--- src/rtl/matrix_reader.sv ---
// Read-side engine for the matrix store: looks up a matrix's dimensions and
// streams its elements in row-major order over a valid/ready interface.
module matrix_reader #(
  parameter int unsigned DATA_W  = 4,
  parameter int unsigned DIM_W   = 3,
  parameter int unsigned ID_W    = 3,
  parameter int unsigned MAX_DIM = 5
) (
  input  logic              clk,
  input  logic              rst_n,
  input  logic              start,
  input  logic [ID_W-1:0]   start_id,
  input  logic              abort,
  output logic [ID_W-1:0]   rd_matrix_id,
  output logic [DIM_W-1:0]  rd_row,
  output logic [DIM_W-1:0]  rd_col,
  input  logic [DATA_W-1:0] rd_data,
  input  logic [DIM_W-1:0]  rd_rows,
  input  logic [DIM_W-1:0]  rd_cols,
  input  logic              rd_id_valid,
  output logic              out_valid,
  input  logic              out_ready,
  output logic [DATA_W-1:0] out_data,
  output logic [DIM_W-1:0]  out_row,
  output logic [DIM_W-1:0]  out_col,
  output logic              out_row_last,
  output logic              out_last,
  output logic [DIM_W-1:0]  mat_rows,
  output logic [DIM_W-1:0]  mat_cols,
  output logic              busy,
  output logic              done,
  output logic              err
);

  typedef enum logic [2:0] {
    IDLE, LOOKUP, CHECK, ISSUE, CAPTURE, OUT, DONE, ERR
  } state_t;

  state_t state;

  logic dims_bad_c;
  logic col_last_c;
  logic row_last_c;

  // A lookup fails on a missing matrix or an empty/oversized dimension
  assign dims_bad_c = !rd_id_valid
                    || (rd_rows == '0) || (rd_cols == '0)
                    || (rd_rows > DIM_W'(MAX_DIM))
                    || (rd_cols > DIM_W'(MAX_DIM));

  assign col_last_c = (rd_col == mat_cols - DIM_W'(1));
  assign row_last_c = (rd_row == mat_rows - DIM_W'(1));

  always_ff @(posedge clk or negedge rst_n) begin
    if (!rst_n) begin
      state        <= IDLE;
      rd_matrix_id <= '0;
      rd_row       <= '0;
      rd_col       <= '0;
      out_valid    <= 1'b0;
      out_data     <= '0;
      out_row      <= '0;
      out_col      <= '0;
      out_row_last <= 1'b0;
      out_last     <= 1'b0;
      mat_rows     <= '0;
      mat_cols     <= '0;
      busy         <= 1'b0;
      done         <= 1'b0;
      err          <= 1'b0;
    end else if (abort) begin
      // Abort beats any handshake; in IDLE it also drops a coincident start
      state     <= IDLE;
      out_valid <= 1'b0;
      busy      <= 1'b0;
      done      <= 1'b0;
      err       <= 1'b0;
    end else begin
      done <= 1'b0;
      err  <= 1'b0;
      case (state)
        IDLE: begin
          if (start) begin
            rd_matrix_id <= start_id;
            busy         <= 1'b1;
            state        <= LOOKUP;
          end
        end
        LOOKUP: state <= CHECK;
        CHECK: begin
          if (dims_bad_c) begin
            err   <= 1'b1;
            state <= ERR;
          end else begin
            mat_rows <= rd_rows;
            mat_cols <= rd_cols;
            rd_row   <= '0;
            rd_col   <= '0;
            state    <= ISSUE;
          end
        end
        ISSUE: state <= CAPTURE;
        CAPTURE: begin
          out_data     <= rd_data;
          out_row      <= rd_row;
          out_col      <= rd_col;
          out_row_last <= col_last_c;
          out_last     <= col_last_c && row_last_c;
          out_valid    <= 1'b1;
          state        <= OUT;
        end
        OUT: begin
          if (out_ready) begin
            out_valid <= 1'b0;
            if (out_last) begin
              done  <= 1'b1;
              state <= DONE;
            end else begin
              // Advance the read address in row-major order
              if (out_row_last) begin
                rd_col <= '0;
                rd_row <= rd_row + DIM_W'(1);
              end else begin
                rd_col <= rd_col + DIM_W'(1);
              end
              state <= ISSUE;
            end
          end
        end
        DONE: begin
          busy  <= 1'b0;
          state <= IDLE;
        end
        ERR: begin
          busy  <= 1'b0;
          state <= IDLE;
        end
        default: state <= IDLE;
      endcase
    end
  end

endmodule

--- config.mk ---
export PLATFORM = sky130hd
export DESIGN_NAME = matrix_reader
export DESIGN_NICKNAME = d
export VERILOG_FILES = /design/src/rtl/matrix_reader.sv
export SDC_FILE = /design/constraint.sdc
export NUM_CORES = 1
export LEC_CHECK = 0
export CORE_ASPECT_RATIO = 1.1
export CORE_MARGIN = 3
export CORE_UTILIZATION = 42
export DETAILED_ROUTE_END_ITERATION = 12
export PLACE_DENSITY = 0.83
export SLEW_MARGIN = 20
export SYNTH_ARGS = -nofsm -noshare
export SYNTH_HDL_FRONTEND = slang
export SYNTH_SLANG_ARGS = --single-unit
export TNS_END_PERCENT = 50
--- constraint.sdc ---
create_clock -name clk -period 1.5 [get_ports clk]
set_input_delay 0.3 -clock clk [delete_from_list [all_inputs] [get_ports clk]]
set_output_delay 0.3 -clock clk [all_outputs]
set_load 0.01 [all_outputs]
After elaboration in Yosys (flattened, before gate mapping) --
Index checks and enable logic that the tools add are counted.
Storage, ports and cells: input port bits 19, word-level logic and storage cells 87, output and inout bits 31, flip-flop bits (word level) 34
Cells by class: reduce and logical (&&, ||, !) cells 21, muxes and demuxes 28, add/subtract/negate cells 4, $lt $le $gt $ge 2, bitwise gates (word level) 2, equality and inequality tests 15
Operators by type and width (count):
- $mux 3 | 12
- $pmux 3 s7 | 1
- $eq 3x3->1 const B | 4
- $pmux 3 s2 | 2
- $mux 1 | 11
- $logic_not 3->1 | 3
- $ne 2x2->1 const B | 4
- $reduce_and 2->1 | 4
- $add 3x1->3 const B | 2
- $eq 3x2->1 const B | 2
- $eq 3x3->1 | 2
- $gt 3x3->1 const B | 2
- $ne 3x3->1 const B | 2
- $reduce_and 3->1 | 2
- $reduce_and 6->1 | 1
- $reduce_bool 3->1 | 2
- $sub 3x1->3 const B | 2
- $reduce_and 5->1 | 1
- $logic_or 1x1->1 | 4
- $pmux 1 s2 | 2
- $eq 3x1->1 const B | 1
- $not 1->1 | 2
- $reduce_bool 2->1 | 1
- $reduce_or 2->1 | 1
- other kinds (2) | 2

Depth between registers and ports, before layout --
depth after elaboration 8, gate-level depth with buffers 6, mapped depth without buffers 6

Worst setup path before layout --
No wires, ideal clock.
path kind input to register, from in rd_rows[2], to reg mat_cols[0], setup time 125 ps, data arrival time 1465 ps, path buffers 1, stages 5, data required time 1375 ps, path slack -90 ps, cell sequence a22oi_1 -> nand4_2 -> or3_1 -> buf_6 -> mux2_4
Between the ends: word-level cells in the longest chain between the ends 7, elaborated cells between the ends (all ways) 8, classes of those cells order compare (1); bitwise (1); reduce/logical (6)
Ends and longest elaborated chain:
- from (decl) | line 18 | input logic [DIM_W-1:0] rd_rows,
- parallel branches: the longest is 3 deep, another holds $gt 3x3->1
- $logic_or 1x1->1 * | line 48 | || (rd_rows > DIM_W'(MAX_DIM))
- $logic_or 1x1->1 * | line 49 | || (rd_cols > DIM_W'(MAX_DIM));
- $not 1->1 (no line) *
- $reduce_and 3->1 (no line) *
- to (signal assigned) | line 96 | mat_cols <= rd_cols;
- to (decl) | line 29 | output logic [DIM_W-1:0] mat_cols,
Every way passes the cells marked *. A chain may end at the register's enable or synchronous reset.

Final worst setup path --
from reg state[0], to reg mat_rows[0]
Between the ends: word-level cells in the longest chain between the ends 2
Ends and longest elaborated chain:
- from (decl) | line 39 | state_t state;
- from (signal assigned) | line 56 | state <= IDLE;
- from (signal assigned) | line 73 | state <= IDLE;
- from (signal assigned) | line 86 | state <= LOOKUP;
- $eq 3x2->1 | line 81 | case (state)
- $reduce_and 3->1 (no line)
- to (signal assigned) | line 95 | mat_rows <= rd_rows;
- to (decl) | line 28 | output logic [DIM_W-1:0] mat_rows,
No other way between the ends.

==> impl_metrics.py <==
metrics = {
    "logic_synthesis": {
        "synth_flop_cell": "dfrtp_1",
        "ys_ff_latch": 34,
        "syn_area_um2": 1700,
        "avgSynthCellArea_um2": 10.0,
        "netlist_instances": 170,
        "ys_seq_area_frac": 0.500,
        "syn_nets": 193,
        "synthArstFlopShare": 1.00,
        "yosysWarnings": 0,
        "synth_edf_count": 0,
        "synth.distinct_cells": 39,
    },
    "worst_setup_path": {
        "cp-start-kind": "register",
        "crit_path_end_kind": "register",
        "rrSetupSlack_ps": 10,
        "crit-reg2reg-capture": "mat_rows[0]$_DFFE_PN0P_",
        "arrival_ps": 1660,
        "crit_required_ps": 1670,
        "path_class": "reg -> reg",
        "r2r_cells": 4,
        "r2r_start": "state[0]$_DFFE_PN0P_",
        "crit_fanout": 6,
    },
    "hold_path": {
        "hold_end": "mat_rows[1]$_DFFE_PN0P_",
        "holdCritStartpoint": "rd_rows[1]",
        "holdCritPathClass": "in -> reg",
        "worstHoldPathCells": 2,
    },
    "floorplanning": {
        "dieHeight_um": 72.8,
        "die_width_um": 66.7,
        "rows": 23,
        "initial_core_util": 0.451,
        "core_area_um2": 3770,
        "dieArea_um2": 4850,
        "ios": 50,
    },
    "placed_design": {
        "place_area_um2": 2360,
        "portBuffers": 49,
        "hpwl_mm": 2.92,
        "place.gp.congestion": 0.895,
    },
    "global_route": {
        "use_met1": 0.225,
        "grtUsageMet3": 0.0539,
        "grt-busiest-layer": "met2",
        "grt_max_degree": 35,
        "track_usage": 0.179,
        "grt_pass1_wl_mm": 6.47,
        "overflow": 0,
        "grt_pass1_vias": 1345,
        "antenna_found_initial": 0,
        "grtUsageMet2": 0.286,
    },
    "finish": {
        "layout_common_cells": "34 x nand2_1, 31 x dfrtp_1, 19 x dlymetal6s2s_1, 17 x buf_4, 15 x dlygate4sd2_1",
        "largest_reg_flops": 4,
        "fin_nets": 262,
        "regMostFlops": "out_data",
        "final_common_cell": "nand2_1",
        "n_antenna_cell": 0,
        "design_area_um2": 2560,
        "drive_above_1_share": 0.233,
        "syn_to_final_growth_pct": 50.7,
    },
    "cts": {
        "htreeDepth": 2,
        "clk_pin_slew_ps": 70,
        "clock_tree.root_cell": "clkbuf_8",
        "numCtsBuffers": 5,
        "clkLatencyLatePin_ps": 290,
        "cts_max_path_buffers": 2,
        "clkSinkCount": 34,
        "cts_tree": "done",
        "hold_buffers": 0,
    },
    "timing": {
        "relSlewSlack": 0.754,
        "tightest_slew_ps": 369,
        "setup_viol": 0,
        "period_share": 0.991,
        "fin_crit_ps": 1490,
        "fmax_mhz": 673,
        "finalMaxSlewViolations": 0,
        "finClkSkew_ps": 9.83,
        "rsz0062_at_grt": "true",
        "hold_violations": 0,
    },
    "outcome": {
        "status": "finished, final reports clean",
    },
    "power_and_ir_drop": {
        "p_per_area_nw_per_um2": 1360,
        "power_mw": 3.49,
        "leakage_nw": 1.43,
        "peakVddDrop_mv": 0.809,
    },
    "detailed_routing": {
        "avgRoutedWirePerCell_um": 13.9,
        "wl_mm": 4.02,
        "first_iter_violations": 69,
        "first_pass_iters": 4,
        "drc": 0,
        "vias": 1486,
        "antenna_left": 0,
        "vias_per_cell": 5.12,
    },
    "flow_run": {
        "cap_violations": 0,
    },
}
## synth_stat cells, types with 2 or more instances
library cell | n | share of area
nand2_1 | 35 | 0.077
dfrtp_1 | 34 | 0.50
inv_1 | 10 | 0.022
nor2_1 | 9 | 0.020
o21ai_0 | 8 | 0.024
mux2_4 | 6 | 0.053
xor2_1 | 6 | 0.031
nand3_1 | 5 | 0.015
ha_1 | 4 | 0.029
nor2b_1 | 4 | 0.015
o211ai_1 | 4 | 0.018
a22oi_1 | 3 | 0.013
a31oi_1 | 3 | 0.011
mux2_2 | 3 | 0.020
nor4_1 | 3 | 0.011
xnor2_1 | 3 | 0.015
buf_2 | 2 | 0.0059
buf_6 | 2 | 0.013
clkbuf_1 | 2 | 0.0044
nand3b_1 | 2 | 0.0088
nand4_1 | 2 | 0.0074
nor3_1 | 2 | 0.0059
or3_1 | 2 | 0.0074
## layer usage
layer,part of all wire,routed length (um),vias up
li1,-,-,724
met1,0.43,1730,700
met2,0.47,1900,56
met3,0.078,314,6
met4,0.018,71,0
met5,0,0,-
## metrics by stage
stage	TNS (ps)	hold WS, ps	util	setup WS (ps)	std cells
finish	0	292	0.680	13.8	290
global placement	-10430	456	0.625	-585	278
global route	-301	305	0.680	-75.9	290
floorplan	-414	4.41	-	-69.0	170
CTS	0	381	0.660	0.277	289
detailed placement	-11350	463	0.625	-666	278
## area by class of cell
type,count,area [um^2]
clock buffer,7,86.3
fill,288,1200
clock inverter,1,5.00
multi-input combinational,119,835
tap,50,62.6
sequential,34,855
inverter,10,37.5
timing repair buffer,69,684
## critical path, cell delays in order, from the launching register on
cell,delay [ps]
dfrtp_1,410
nor2_2,160
nand2_2,80
or3_4,400
mux2_4,320
## worst max-delay path by stage
stage / slack (ps) / to / depth (start not counted) / start
4_1_cts: 0.3 / state[0]$_DFFE_PN0P_ / 5 / state[0]$_DFFE_PN0P_
3_5_place_dp: -670 / mat_cols[2]$_DFFE_PN0P_ / 5 / rd_rows[2]
3_3_place_gp: -590 / mat_rows[0]$_DFFE_PN0P_ / 5 / rd_rows[2]
2_1_floorplan: -70 / mat_cols[0]$_DFFE_PN0P_ / 5 / rd_rows[2]
6_report: 10 / mat_rows[0]$_DFFE_PN0P_ / 4 / state[0]$_DFFE_PN0P_
5_1_grt: -80 / state[0]$_DFFE_PN0P_ / 5 / state[0]$_DFFE_PN0P_
## timing repair
action	CTS	global route
setup buffers	3	1
pin swaps	5	3
endpoints found under the hold margin	0	0
setup endpoints to repair	35	41
gates resized for setup	32	28
## report_power, final
group	total [mW]	leakage (nW)	switching, mW	internal [mW]
combinational	1.45	0.940	0.650	0.800
sequential	1.35	0.439	0.183	1.16
clock	0.698	0.0482	0.328	0.370
total	3.49	1.43	1.16	2.33
## kinds of logic after synthesis
group	Yosys count	share of synthesized area
AND/OR/NAND/NOR	71	0.199
flip-flops	34	0.500
AO/OA/AOI/OAI	26	0.102
buffers and inverters	17	0.0500
XOR/XNOR	9	0.0463
multiplexers	9	0.0728
adder cells (fa/ha/maj)	4	0.0294
(Power assumes the default switching activity.)
